`src/rtl/halloween_op_pkg.sv`:
```
// halloween_op_pkg: opcode classes, opcode values, FSM states and colour encodings
package halloween_op_pkg;
    localparam logic [1:0] CLS_SYS    = 2'b00;
    localparam logic [1:0] CLS_COLOR  = 2'b01;
    localparam logic [1:0] CLS_SOUND  = 2'b10;
    localparam logic [1:0] CLS_EFFECT = 2'b11;

    localparam logic [3:0] ON        = 4'b0000;
    localparam logic [3:0] RESET     = 4'b0001;
    localparam logic [3:0] GREEN     = 4'b0100;
    localparam logic [3:0] PURPLE    = 4'b0101;
    localparam logic [3:0] ORANGE    = 4'b0110;
    localparam logic [3:0] SCREAMING = 4'b1000;
    localparam logic [3:0] CACKLING  = 4'b1001;
    localparam logic [3:0] BOO       = 4'b1010;
    localparam logic [3:0] WAVEHANDS = 4'b1100;
    localparam logic [3:0] MOVEJAW   = 4'b1101;
    localparam logic [3:0] FOG       = 4'b1110;

    localparam logic [2:0] COL_DARK   = 3'b000;
    localparam logic [2:0] COL_GREEN  = 3'b001;
    localparam logic [2:0] COL_PURPLE = 3'b010;
    localparam logic [2:0] COL_ORANGE = 3'b100;

    typedef enum logic [1:0] {S_OFF, S_IDLE, S_SOUND, S_EFFECT} state_t;

    function automatic int max3(input int a, input int b, input int c);
        int m;
        m = (a > b) ? a : b;
        return (m > c) ? m : c;
    endfunction
endpackage

```
`src/rtl/opcode_executor_action_timer.sv`:
```
// action_timer: loadable down-counter; done is high while the count sits at zero
module action_timer #(
    parameter int W = 4
) (
    input  logic         clk,
    input  logic         rst,
    input  logic         load_i,
    input  logic [W-1:0] value_i,
    input  logic         tick_i,
    output logic         done_o
);
    logic [W-1:0] cnt_q, cnt_d;

    always_comb cnt_d = load_i ? value_i : (tick_i && cnt_q != '0) ? cnt_q - W'(1) : cnt_q;

    always_ff @(posedge clk or posedge rst)
        if (rst) cnt_q <= '0;
        else     cnt_q <= cnt_d;

    assign done_o = (cnt_q == '0);
endmodule

```
`src/rtl/opcode_executor.sv`:
```
// opcode_executor: accepts decoration opcodes over valid/ready and drives lights, sound and effects
module opcode_executor
    import halloween_op_pkg::*;
#(
    parameter int SOUND_LEN  = 4,
    parameter int EFFECT_LEN = 3,
    parameter int FOG_LEN    = 6
) (
    input  logic       clk,
    input  logic       rst,
    input  logic       op_valid,
    input  logic [3:0] opcode,
    output logic       op_ready,
    output logic       powered,
    output logic [2:0] color,
    output logic       sound_on,
    output logic [1:0] sound_sel,
    output logic       wave,
    output logic       jaw,
    output logic       fog,
    output logic       bad_op
);
    localparam int TW = $clog2(max3(SOUND_LEN, EFFECT_LEN, FOG_LEN)) + 1;

    state_t     state_q, state_d;
    logic       ready_q, ready_d;
    logic       powered_q, powered_d;
    logic [2:0] color_q, color_d;
    logic       sound_on_q, sound_on_d;
    logic [1:0] sound_sel_q, sound_sel_d;
    logic       wave_q, wave_d, jaw_q, jaw_d, fog_q, fog_d;
    logic       bad_q, bad_d;
    logic       acc, legal, busy, done, load;
    logic [TW-1:0] load_val;

    assign acc   = op_valid & ready_q;
    assign legal = !(opcode inside {4'b0010, 4'b0011, 4'b0111, 4'b1011, 4'b1111});
    assign busy  = (state_q == S_SOUND) || (state_q == S_EFFECT);
    assign load  = acc && legal && (state_q == S_IDLE) && opcode[3];
    assign load_val = (opcode == FOG) ? TW'(FOG_LEN - 1) :
                      (opcode[3:2] == CLS_SOUND) ? TW'(SOUND_LEN - 1) : TW'(EFFECT_LEN - 1);

    action_timer #(.W(TW)) u_timer (
        .clk     (clk),
        .rst     (rst),
        .load_i  (load),
        .value_i (load_val),
        .tick_i  (busy),
        .done_o  (done)
    );

    always_ff @(posedge clk or posedge rst)
        if (rst) begin
            state_q     <= S_OFF;
            ready_q     <= 1'b1;
            powered_q   <= 1'b0;
            color_q     <= COL_DARK;
            sound_on_q  <= 1'b0;
            sound_sel_q <= 2'b00;
            wave_q      <= 1'b0;
            jaw_q       <= 1'b0;
            fog_q       <= 1'b0;
            bad_q       <= 1'b0;
        end else begin
            state_q     <= state_d;
            ready_q     <= ready_d;
            powered_q   <= powered_d;
            color_q     <= color_d;
            sound_on_q  <= sound_on_d;
            sound_sel_q <= sound_sel_d;
            wave_q      <= wave_d;
            jaw_q       <= jaw_d;
            fog_q       <= fog_d;
            bad_q       <= bad_d;
        end

    always_comb begin
        state_d = state_q;
        case (state_q)
            S_OFF:   state_d = (acc && opcode == ON) ? S_IDLE : S_OFF;
            S_IDLE:  if (acc && legal)
                         state_d = (opcode == RESET) ? S_OFF :
                                   (opcode[3:2] == CLS_SOUND) ? S_SOUND :
                                   (opcode[3:2] == CLS_EFFECT) ? S_EFFECT : S_IDLE;
            default: state_d = done ? S_IDLE : state_q;
        endcase
        ready_d = (state_d == S_OFF) || (state_d == S_IDLE);
    end

    always_comb begin
        powered_d   = powered_q;
        color_d     = color_q;
        sound_on_d  = sound_on_q;
        sound_sel_d = sound_sel_q;
        wave_d      = wave_q;
        jaw_d       = jaw_q;
        fog_d       = fog_q;
        bad_d       = 1'b0;
        case (state_q)
            S_OFF:  if (acc && opcode == ON) powered_d = 1'b1;
            S_IDLE: if (acc)
                case (opcode)
                    ON: ;
                    RESET: begin
                        powered_d   = 1'b0;
                        color_d     = COL_DARK;
                        sound_sel_d = 2'b00;
                    end
                    GREEN:  color_d = COL_GREEN;
                    PURPLE: color_d = COL_PURPLE;
                    ORANGE: color_d = COL_ORANGE;
                    SCREAMING, CACKLING, BOO: begin
                        sound_on_d  = 1'b1;
                        sound_sel_d = opcode[1:0];
                    end
                    WAVEHANDS: wave_d = 1'b1;
                    MOVEJAW:   jaw_d  = 1'b1;
                    FOG:       fog_d  = 1'b1;
                    default:   bad_d  = 1'b1;
                endcase
            default: if (done) begin
                sound_on_d = 1'b0;
                wave_d     = 1'b0;
                jaw_d      = 1'b0;
                fog_d      = 1'b0;
            end
        endcase
    end

    assign op_ready  = ready_q;
    assign powered   = powered_q;
    assign color     = color_q;
    assign sound_on  = sound_on_q;
    assign sound_sel = sound_sel_q;
    assign wave      = wave_q;
    assign jaw       = jaw_q;
    assign fog       = fog_q;
    assign bad_op    = bad_q;
endmodule

```
`config.mk`:
```
export PLATFORM = sky130hd
export DESIGN_NAME = opcode_executor
export DESIGN_NICKNAME = d
export VERILOG_FILES = /design/src/rtl/halloween_op_pkg.sv /design/src/rtl/opcode_executor_action_timer.sv /design/src/rtl/opcode_executor.sv
export SDC_FILE = /design/constraint.sdc
export NUM_CORES = 1
export LEC_CHECK = 0
export CAP_MARGIN = 20
export CORE_ASPECT_RATIO = 1.2
export CORE_MARGIN = 2
export CORE_UTILIZATION = 45
export DETAILED_ROUTE_END_ITERATION = 8
export DONT_BUFFER_PORTS = 1
export GPL_TIMING_DRIVEN = 0
export SYNTH_ARGS = -nofsm -noshare
export SYNTH_HDL_FRONTEND = slang
export SYNTH_SLANG_ARGS = --single-unit
```
`constraint.sdc`:
```
create_clock -name clk -period 1.7 [get_ports clk]
set_clock_uncertainty 0.05 [all_clocks]
set_input_delay 0.17 -clock clk [delete_from_list [all_inputs] [get_ports clk]]
set_output_delay 0.17 -clock clk [all_outputs]
set_load 0.05 [all_outputs]
```
==> flow_metrics.py, run 1 <==
metrics = {
    "yosys": {
        "synth_compound_area_share_pct": 19.2,
        "avgSynthCellArea_um2": 9.15,
        "synth_top_flop_cell": "dfrtp_1",
        "ys_seq_area_share_pct": 43.3,
        "netlist_top_cells_area": "dfrtp_1 (41%), nor2_1 (3.6%), a21oi_1 (3.4%)",
        "synth_common_cells": "dfrtp_1 (17), nor2_1 (10), nand2_1 (8)",
        "synthAdderAreaFrac_pct": 1.20,
        "synth_top_family_by_area": "simple AND/OR/NAND/NOR gates",
        "synth_xor_area_share_pct": 0,
        "syn_inst": 114,
        "synth_top_area_share_pct": 40.8,
        "synth_edf_count": 0,
        "async_reset_ff_share_pct": 100,
        "synth_seq_cells": 18,
        "synth_nets": 122,
        "synth_most_common_cell": "dfrtp_1",
        "synthSimpleGateAreaFrac_pct": 28.8,
        "synth_cell_type_count": 41,
        "yosys.area.top_type": "dfrtp_1",
        "synthesis.area_mm2": 0.00104,
        "muxShareOfSynthArea_pct": 0.959,
        "yosysWarnings": 0,
    },
    "pwr": {
        "total_power_w": 0.00206,
        "peakVddDrop_mv": 0.989,
        "seqPwrFrac_pct": 50.9,
        "power_density_mw_per_mm2": 1630,
        "internal_power_w": 0.00108,
        "power.leakage_nw": 0.515,
        "p_sw_share_pct": 47.4,
        "pwr-share-comb_pct": 37.9,
        "switchingPower_w": 0.000977,
        "power_frac_clock_pct": 11.1,
    },
    "cells_and_area": {
        "final_nets": 135,
        "drive_above_1_share_pct": 23.0,
        "ff_latch_area_um2": 455,
        "final_area_mm2": 0.00126,
        "diodes": 0,
        "area_delta_synth_final_pct": 21.0,
        "final_cells": 157,
        "n_fill_cell": 211,
        "multiInputGateArea_um2": 596,
    },
    "place": {
        "hpwl_um": 1760,
        "routabilityCongestion": 0.772,
        "pre_cts_ws_ns": -0.0735,
        "place_area_mm2": 0.00108,
        "dp_cells": 145,
        "port_buffers": 0,
    },
    "sta": {
        "slew_viol_final": 0,
        "rsz0062_at_grt": "true",
        "hold_viol": 0,
        "finalCritPeriodShare_pct": 101,
        "min_period_ns": 1.71,
        "tightest_slew_ns": 0.687,
        "fmax_mhz": 584,
        "slew_headroom_pct": 54.2,
        "setup_violations": 2,
        "fin_ws_ns": -0.0125,
    },
    "worst_setup_path": {
        "critPathLaunchType": "register",
        "arrival_ns": 1.86,
        "rrSetupSlack_ns": -0.01,
        "worstSetupEndpoint": "color[1]$_DFFE_PP0P_",
        "critPathRequiredTime_ns": 1.85,
        "cp-end-kind": "register",
        "path_class": "reg -> reg",
        "startpoint": "op_ready$_DFF_PP1_",
        "reg2reg_to": "color[1]$_DFFE_PP0P_",
        "path_max_fanout": 5,
        "rr_startpoint": "op_ready$_DFF_PP1_",
        "rr_worst_depth": 3,
    },
    "drt": {
        "via_per_inst": 5.92,
        "wire_per_inst_um": 16.0,
        "drc": 0,
        "wl_um": 2510,
        "via_count": 930,
        "drt_iter0_drc": 25,
        "dr.pass1.iters": 4,
        "ant_nets": 0,
    },
    "grt": {
        "grt_max_degree": 19,
        "antenna_found_initial": 0,
        "grt_pass1_wl_um": 4260,
        "first_global_vias": 919,
        "overflow": 0,
        "grtUsageTotal_pct": 21.7,
    },
    "clock_network": {
        "clock-sinks": 18,
        "clk_latency_ns": 0.30,
        "cts_max_path_buffers": 2,
        "cts_tree": "built",
        "numCtsBuffers": 3,
        "h-tree-depth": 1,
        "clockRootBuffer": "clkbuf_4",
        "path_clk_slew_ns": 0.11,
    },
    "run_status": {
        "status": "complete, but fails checks",
        "violations": "setup timing",
    },
    "die": {
        "coreArea_mm2": 0.00223,
        "die_w_um": 48.0,
        "ios": 19,
        "dieHeight_um": 56.8,
        "std_cell_rows": 19,
        "start_util_pct": 46.7,
        "dieArea_mm2": 0.00272,
    },
    "min_path": {
        "hold_class": "in -> reg",
        "hp-start": "op_valid",
    },
    "job": {
        "maxCapViolCount": 0,
    },
}
==> cell usage in the layout, fill, tap and decap left out, types with 3 or more instances in the layout <==
cell type  synthesis  layout
a21oi_1            7       7
buf_4              0       5
buf_6              1       3
clkbuf_1           4       5
clkbuf_4           0       4
dfrtp_1           17      17
inv_1              6       6
nand2_1            8       8
nand3_1            4       3
nand4b_1           3       3
nor2_1            10       9
nor2b_1            4       4
nor4_2             0       3
o211ai_1           3       3
o21ai_0            3       3
==> logic make-up (layout without fill, tap and decap cells) <==
logic type	count (synthesis)	in the layout
multiplexers	1	1
buffers and inverters	15	27
flip-flops	18	18
AND/OR/NAND/NOR	51	51
adder cells (fa/ha/maj)	1	1
AO/OA/AOI/OAI	28	28
==> per-layer routing <==
metal | global-route usage, % | up-vias | wire (µm)
met5 | 0 | - | 0
met4 | 8.11 | 0 | 41
met3 | 2.89 | 5 | 90
met2 | 36.4 | 26 | 1330
met1 | 26.8 | 453 | 1050
li1 | - | 446 | -
==> power groups by stage <==
stage | combinational (W) | clock (W) | sequential [W]
5_1_grt | 0.000872 | 0.000250 | 0.00108
6_report | 0.000782 | 0.000230 | 0.00105
3_3_place_gp | 0.000607 | 0 | 0.00105
4_1_cts | 0.000668 | 0.000233 | 0.00105
2_1_floorplan | 0.000517 | 0 | 0.00100
3_5_place_dp | 0.000615 | 0 | 0.00105
==> area by class of cell <==
| cell class | instances | area share [%] |
|---|---|---|
| plain buffers | 9 | 4.36 |
| inverters | 6 | 1.78 |
| repair buffers | 8 | 5.45 |
| multi-input cells | 81 | 47.2 |
| flip-flops and latches | 18 | 36.1 |
| well taps | 31 | 3.07 |
| clock buffers | 4 | 2.08 |
==> state kept, by name, indices dropped and copies added, names as in the netlist <==
name           count
sound_sel          2
op_ready           1
wave               1
powered            1
state_q            2
color              3
sound_on           1
jaw                1
u_timer.cnt_q      4
fog                1
bad_op             1
==> timing repair <==
| item | CTS | global route |
|---|---|---|
| hold buffers | 2 | 0 |
| hold endpoints to repair | 18 | 0 |
| pin swaps | 1 | 7 |
| gates resized for setup | 5 | 12 |
| buffers inserted | 2 | 4 |
| setup endpoints to repair | 6 | 11 |
==> how the worst min path moves through the flow <==
stage	endpoint	slack, ns	cells after the start
2_1_floorplan	bad_op$_DFF_PP0_	0.06	1
3_3_place_gp	sound_on$_DFFE_PP0P_	0.15	1
3_5_place_dp	sound_on$_DFFE_PP0P_	0.16	1
4_1_cts	state_q[0]$_DFF_PP0_	0.02	2
5_1_grt	powered$_DFFE_PP0P_	0.04	3
6_report	state_q[0]$_DFF_PP0_	0.03	2
==> stage by stage <==
stage	hold WS [ns]	util, %	TNS [ns]
2_1_floorplan	0.0578	-	0
3_3_place_gp	0.149	48.4	-0.215
3_5_place_dp	0.155	48.4	-0.191
4_1_cts	0.0184	52.2	0
5_1_grt	0.0419	56.5	-0.621
6_report	0.0296	56.5	-0.0155
==> critical path, cell delays in order (launching register included) <==
cell and delay, ns:
dfstp_4 0.74, nand4b_1 0.25, o31a_1 0.34, o221a_2 0.24
(Power assumes the default switching activity.)
==> run 2: changes to the inputs <==
- ABC_AREA: not set -> 1
- clock period: 1.7 -> 2.1 ns (I/O delays scaled with it)
==> run 2 against run 1 <==
  * The flow now finishes without violations
  * Register-to-register slack better by 0.50 ns
  * Cell count decreased by 3.2%
  * Synthesized cell count is 11% higher
  * Die area down 8.9%
  * Sequential cell count unchanged
  * Critical path depth grew 4
  * Sequential share of layout area grew 8.4 points
  * Wire length decreased by 29%
  * Via count fell by 18%
  * Critical path type unchanged
  * Critical endpoint is now u_timer.cnt_q[2]$_DFFE_PP0P_
  * Largest cell class is now sequential cells
  * Largest power group unchanged
==> flow_metrics.py, run 2 <==
metrics = {
    "cells_and_area": {
        "largest_register_ffs": 4,
        "diodes": 0,
        "area_delta_synth_final_pct": 7.56,
        "drive_above_1_share_pct": 14.4,
        "layout_common_cells": "nand2_1 (46), dfrtp_1 (17), nor2_1 (15)",
        "regMostFlops": "u_timer.cnt_q",
        "final_nets": 141,
        "n_fill_cell": 201,
        "final_common_cell": "nand2_1",
        "post-route-util_pct": 50.1,
        "final_cells": 152,
    },
    "worst_setup_path": {
        "critPathRequiredTime_ns": 2.23,
        "slowest_delay_ns": 0.70,
        "cp-end-kind": "register",
        "critPathLaunchType": "register",
        "slowest_stage": "dfstp_2",
        "critPathTopFamily": "simple AND/OR/NAND/NOR gates",
        "worstPathBufferInverterCount": 1,
        "crit_chain": "nand2_1 -> nor3_2 -> nand2_2 -> nand2_4 -> inv_2 -> nand2_1 -> nand2_1",
        "critPathMostFrequentCell": "nand2_1",
        "path_class": "reg -> reg",
        "arrival_ns": 1.74,
        "path_max_fanout": 5,
    },
    "place": {
        "routabilityCongestion": 0.809,
        "hpwl_um": 1440,
        "dp_cells": 146,
        "pre_cts_ws_ns": 0.481,
        "port_buffers": 0,
    },
    "die": {
        "std_cell_rows": 18,
        "start_util_pct": 46.5,
        "ios": 19,
        "die_w_um": 45.8,
        "dieHeight_um": 54.2,
        "dieArea_mm2": 0.00248,
        "coreArea_mm2": 0.00203,
    },
    "yosys": {
        "yosysWarnings": 0,
        "yosys.area.top_type": "dfrtp_1",
        "synthesis.area_um2": 943,
        "ys_seq_area_share_pct": 47.9,
        "synth_cell_type_count": 18,
        "synth_nets": 134,
        "synth_top_area_share_pct": 45.1,
        "synth_edf_count": 0,
        "syn_inst": 126,
        "async_reset_ff_share_pct": 100,
        "synth_seq_cells": 18,
        "netlist_top_cells_area": "dfrtp_1 (45%), nand2_1 (18%), nor2_1 (6.0%)",
        "synth_most_common_cell": "nand2_1",
        "avgSynthCellArea_um2": 7.49,
        "synth_top_flop_cell": "dfrtp_1",
        "synth_common_cells": "nand2_1 (46), dfrtp_1 (17), nor2_1 (15)",
    },
    "sta": {
        "fin_ws_ns": 0.490,
        "slew_headroom_pct": 56.2,
        "min_period_ns": 1.61,
        "hold_viol": 0,
        "whs_ns": 0.0466,
        "slew_viol_final": 0,
        "fmax_mhz": 621,
        "tightest_slew_ns": 0.657,
        "rsz0062_at_grt": "false",
        "finalCritPeriodShare_pct": 76.7,
        "tns_ns": 0,
        "setup_violations": 0,
    },
    "run_status": {
        "status": "completed",
    },
    "clock_network": {
        "cts_resized": 0,
        "h-tree-depth": 1,
        "path_clk_slew_ns": 0.11,
        "numCtsBuffers": 3,
        "cts_max_path_buffers": 2,
        "clockRootBuffer": "clkbuf_4",
        "cts_tree": "built",
        "clk_latency_ns": 0.29,
        "clock-sinks": 18,
    },
    "min_path": {
        "hold_class": "in -> reg",
    },
    "pwr": {
        "power_density_mw_per_mm2": 1490,
        "power.leakage_nw": 0.536,
        "peakVddDrop_mv": 0.787,
    },
    "drt": {
        "drt_iter0_drc": 11,
        "wl_um": 1790,
        "via_count": 765,
        "wire_per_inst_um": 11.8,
        "ant_nets": 0,
        "drc": 0,
        "via_per_inst": 5.03,
        "dr.pass1.iters": 4,
    },
    "grt": {
        "grt_pass1_wl_um": 2990,
        "antenna_found_initial": 0,
        "grt_max_degree": 19,
        "overflow": 0,
        "grtUsageTotal_pct": 16.8,
        "first_global_vias": 755,
    },
    "job": {
        "maxCapViolCount": 0,
    },
}
## run 2: cell families after synthesis
family | after synthesis | synth area share (%)
AOI/OAI and AO/OA | 17 | 10.1
xor gates and xnor gates | 1 | 0.929
adders and majority gates | 1 | 1.33
buffers and inverters | 15 | 5.97
DFF | 18 | 47.9
and+or+nand+nor | 74 | 33.8
## run 2: worst paths after layout
| kind | start | slack, ns | endpoint | depth (start not counted) |
|---|---|---|---|---|
| setup / recovery | op_ready$_DFF_PP1_ | 0.49 | u_timer.cnt_q[2]$_DFFE_PP0P_ | 7 |
| hold / removal | opcode[1] | 0.05 | sound_sel[0]$_DFFE_PP0P_ | 3 |
| setup reg to reg | op_ready$_DFF_PP1_ | 0.49 | u_timer.cnt_q[2]$_DFFE_PP0P_ | 7 |
| hold reg to reg | u_timer.cnt_q[0]$_DFFE_PP0P_ | 0.44 | u_timer.cnt_q[0]$_DFFE_PP0P_ | 2 |
| max in group asynchronous | rst | 1.18 | sound_sel[1]$_DFFE_PP0P_ | 2 |
| min in group asynchronous | rst | 0.39 | sound_sel[0]$_DFFE_PP0P_ | 2 |
## run 2: tightest hold or removal path: stages
cell,delay (ns)
nor2_2,0.04
nand2_1,0.06
o21ai_1,0.06
## run 2: final cells by class
class	count	area (µm²)	share of cell area [%]
well taps	20	25.0	2.47
inverters	15	56.3	5.55
repair buffers	2	20.0	1.97
flip-flops and latches	18	452	44.5
clock buffers	4	26.3	2.59
multi-input cells	93	435	42.9
## run 2: routing by layer
layer	part of all wire [%]	track usage, %
met3	1.8	3.02
met1	43	17.1
met2	54	33.1
met4	1.5	5.71
met5	0	0
## run 2: power by group
part,internal (W),switching (W)
Sequential,0.000482,0.000379
Clock,0.0000737,0.000103
Combinational,0.000169,0.000302
## run 2: timing repair
item,in CTS,in global routing
setup buffers,0,0
hold buffers,1,1
endpoints found under the hold margin,17,1
## run 2: stage by stage
step                      area, µm²  total power (W)
final                          1010          0.00151
after floorplan                 943          0.00124
after CTS                      1000          0.00153
after global placement          968          0.00133
after global routing           1010          0.00164
after detailed placement        968          0.00135
==> run 3: changes to the inputs <==
- clock period: 2.1 -> 1.4 ns (I/O delays scaled with it)
==> run 3 against run 2 <==
  * The run now ends with setup timing left
  * Combinational power increased by 81%
  * Sequential power increased by 52%
  * Total power increased by 61%
  * Highest routed layer unchanged
  * Non-clock buffer count increased by 9
  * Worst setup slack got worse by 0.58 ns
  * Register-to-register slack got worse by 0.58 ns
  * Count of clock-buffer cells in the layout unchanged
==> flow_metrics.py, run 3 (synthesis gave the netlist of run 2 again) <==
metrics = {
    "worst_setup_path": {
        "rrSetupSlack_ns": -0.09,
        "slowest_delay_ns": 0.73,
        "reg2reg_to": "u_timer.cnt_q[2]$_DFFE_PP0P_",
        "rr_worst_depth": 7,
        "critPathLaunchType": "register",
        "crit_chain": "nand2_4 -> nor3_4 -> nand2_2 -> nand2_4 -> inv_4 -> nand2_1 -> nand2_1",
        "slowest_stage": "dfstp_2",
        "rr_startpoint": "op_ready$_DFF_PP1_",
        "worstPathBufferInverterCount": 1,
        "critPathRequiredTime_ns": 1.54,
        "arrival_ns": 1.63,
        "cp-end-kind": "register",
        "path_class": "reg -> reg",
        "path_max_fanout": 5,
        "critPathTopFamily": "flip-flops",
    },
    "die": {
        "std_cell_rows": 18,
        "ios": 19,
        "coreArea_mm2": 0.00203,
        "start_util_pct": 46.5,
        "die_w_um": 45.8,
        "dieHeight_um": 54.2,
        "dieArea_mm2": 0.00248,
    },
    "cells_and_area": {
        "ff_latch_area_um2": 452,
        "area_delta_synth_final_pct": 20.7,
        "multiInputGateArea_um2": 468,
        "diodes": 0,
        "drive_above_1_share_pct": 21.3,
        "final_common_cell": "nand2_1",
        "final_nets": 150,
        "regMostFlops": "u_timer.cnt_q",
        "n_fill_cell": 203,
        "largest_register_ffs": 4,
        "layout_common_cells": "nand2_1 (42), dfrtp_1 (17), nor2_1 (14)",
        "final_cells": 161,
    },
    "drt": {
        "wire_per_inst_um": 11.6,
        "drt_iter0_drc": 12,
        "drc": 0,
        "dr.pass1.iters": 4,
        "via_per_inst": 5.05,
        "wl_um": 1870,
        "via_count": 813,
        "ant_nets": 0,
    },
    "place": {
        "dp_cells": 146,
        "pre_cts_ws_ns": -0.172,
        "port_buffers": 0,
        "routabilityCongestion": 0.801,
        "hpwl_um": 1410,
    },
    "pwr": {
        "p_sw_share_pct": 51.4,
        "seqPwrFrac_pct": 53.8,
        "switchingPower_w": 0.00125,
        "peakVddDrop_mv": 1.38,
        "power_frac_clock_pct": 11.1,
        "pwr-share-comb_pct": 35.2,
        "power_density_mw_per_mm2": 2130,
        "internal_power_w": 0.00118,
        "total_power_w": 0.00243,
        "power.leakage_nw": 0.582,
    },
    "run_status": {
        "status": "complete, but fails checks",
        "violations": "setup timing",
    },
    "sta": {
        "rsz0062_at_grt": "true",
        "fmax_mhz": 671,
        "finalCritPeriodShare_pct": 106,
        "min_period_ns": 1.49,
        "setup_violations": 13,
        "tightest_slew_ns": 0.666,
        "slew_viol_final": 0,
        "slew_headroom_pct": 55.5,
        "fin_ws_ns": -0.0898,
        "hold_viol": 0,
    },
    "clock_network": {
        "numCtsBuffers": 3,
        "cts_tree": "built",
        "cts_max_path_buffers": 2,
        "path_clk_slew_ns": 0.10,
        "clockRootBuffer": "clkbuf_4",
        "h-tree-depth": 1,
        "clk_latency_ns": 0.29,
        "clock-sinks": 18,
    },
    "min_path": {
        "hold_class": "in -> reg",
        "hp-start": "opcode[2]",
        "min_to": "color[2]$_DFFE_PP0P_",
        "holdPathStages": 4,
    },
    "grt": {
        "grtUsageTotal_pct": 17.2,
        "first_global_vias": 799,
        "antenna_found_initial": 0,
        "grt_pass1_wl_um": 3060,
        "overflow": 0,
        "grt_max_degree": 19,
    },
    "job": {
        "maxCapViolCount": 0,
    },
}
run 3: cell count changes in the layout (fill, tap and decap cells not counted), moves of 2 or more:
cell / before / now
buf_4: 0 / 2
nand2_2: 4 / 7
dlygate4sd3_1: 2 / 8
nand2_1: 46 / 42
inv_4: 0 / 2
run 3: stage by stage:
stage                     utilization, %  hold WS (ns)  instance area, µm²  TNS (ns)
final                               56.2        0.0417                1140    -0.644
after global routing                56.2        0.0505                1140     -2.02
after CTS                           54.3       0.00265                1100    -0.707
after detailed placement            47.9         0.119                 971     -1.11
after global placement              47.9         0.113                 971    -0.999
after floorplan                        -        0.0278                 946  -0.00440
run 3: layout make-up:
type | count | area share, %
multi-input combinational | 93 | 41.1
sequential | 18 | 39.7
timing repair buffer | 11 | 9.34
inverter | 15 | 5.38
clock buffer | 4 | 2.31
tap | 20 | 2.20
run 3: power groups by stage:
stage | Sequential [W] | Combinational (W) | Clock [W]
2_1_floorplan | 0.00127 | 0.000593 | 0
3_3_place_gp | 0.00130 | 0.000690 | 0
3_5_place_dp | 0.00131 | 0.000706 | 0
4_1_cts | 0.00130 | 0.000811 | 0.000276
5_1_grt | 0.00133 | 0.000988 | 0.000304
6_report | 0.00131 | 0.000854 | 0.000269
run 3: how the worst max path moves through the flow:
| stage | from | endpoint | slack [ns] | depth (start not counted) |
|---|---|---|---|---|
| 2_1_floorplan | op_ready$_DFF_PP1_ | u_timer.cnt_q[2]$_DFFE_PP0P_ | -0.003 | 7 |
| 3_3_place_gp | op_ready$_DFF_PP1_ | u_timer.cnt_q[1]$_DFFE_PP0P_ | -0.16 | 7 |
| 3_5_place_dp | op_ready$_DFF_PP1_ | u_timer.cnt_q[1]$_DFFE_PP0P_ | -0.17 | 7 |
| 4_1_cts | op_ready$_DFF_PP1_ | u_timer.cnt_q[2]$_DFFE_PP0P_ | -0.1 | 7 |
| 5_1_grt | op_ready$_DFF_PP1_ | u_timer.cnt_q[2]$_DFFE_PP0P_ | -0.19 | 7 |
| 6_report | op_ready$_DFF_PP1_ | u_timer.cnt_q[2]$_DFFE_PP0P_ | -0.09 | 7 |
run 3: per-layer routing:
| metal | GRT usage [%] | wire [µm] | share of wire (%) | vias up |
|---|---|---|---|---|
| met5 | 0 | 0 | 0 | - |
| met4 | 8.10 | 14 | 0.75 | 0 |
| met3 | 2.01 | 32 | 1.7 | 2 |
| met2 | 33.6 | 1020 | 55 | 10 |
| met1 | 17.6 | 798 | 43 | 376 |
| li1 | - | - | - | 425 |
run 3: repair_timing:
action	4_1_cts	5_1_grt
cloned	0	0
buffers inserted	3	0
gates resized for setup	6	7
hold buffers	6	2
endpoints found under the hold margin	22	1
pin swaps	1	0
endpoints found under the setup margin	15	17
run 3: worst register-to-register path: cells and delay by family (launching register included):
family | cells | cell delay, ns
flip-flops | 1 | 0.73
buffers and inverters | 1 | 0.05
AND/OR/NAND/NOR | 6 | 0.58
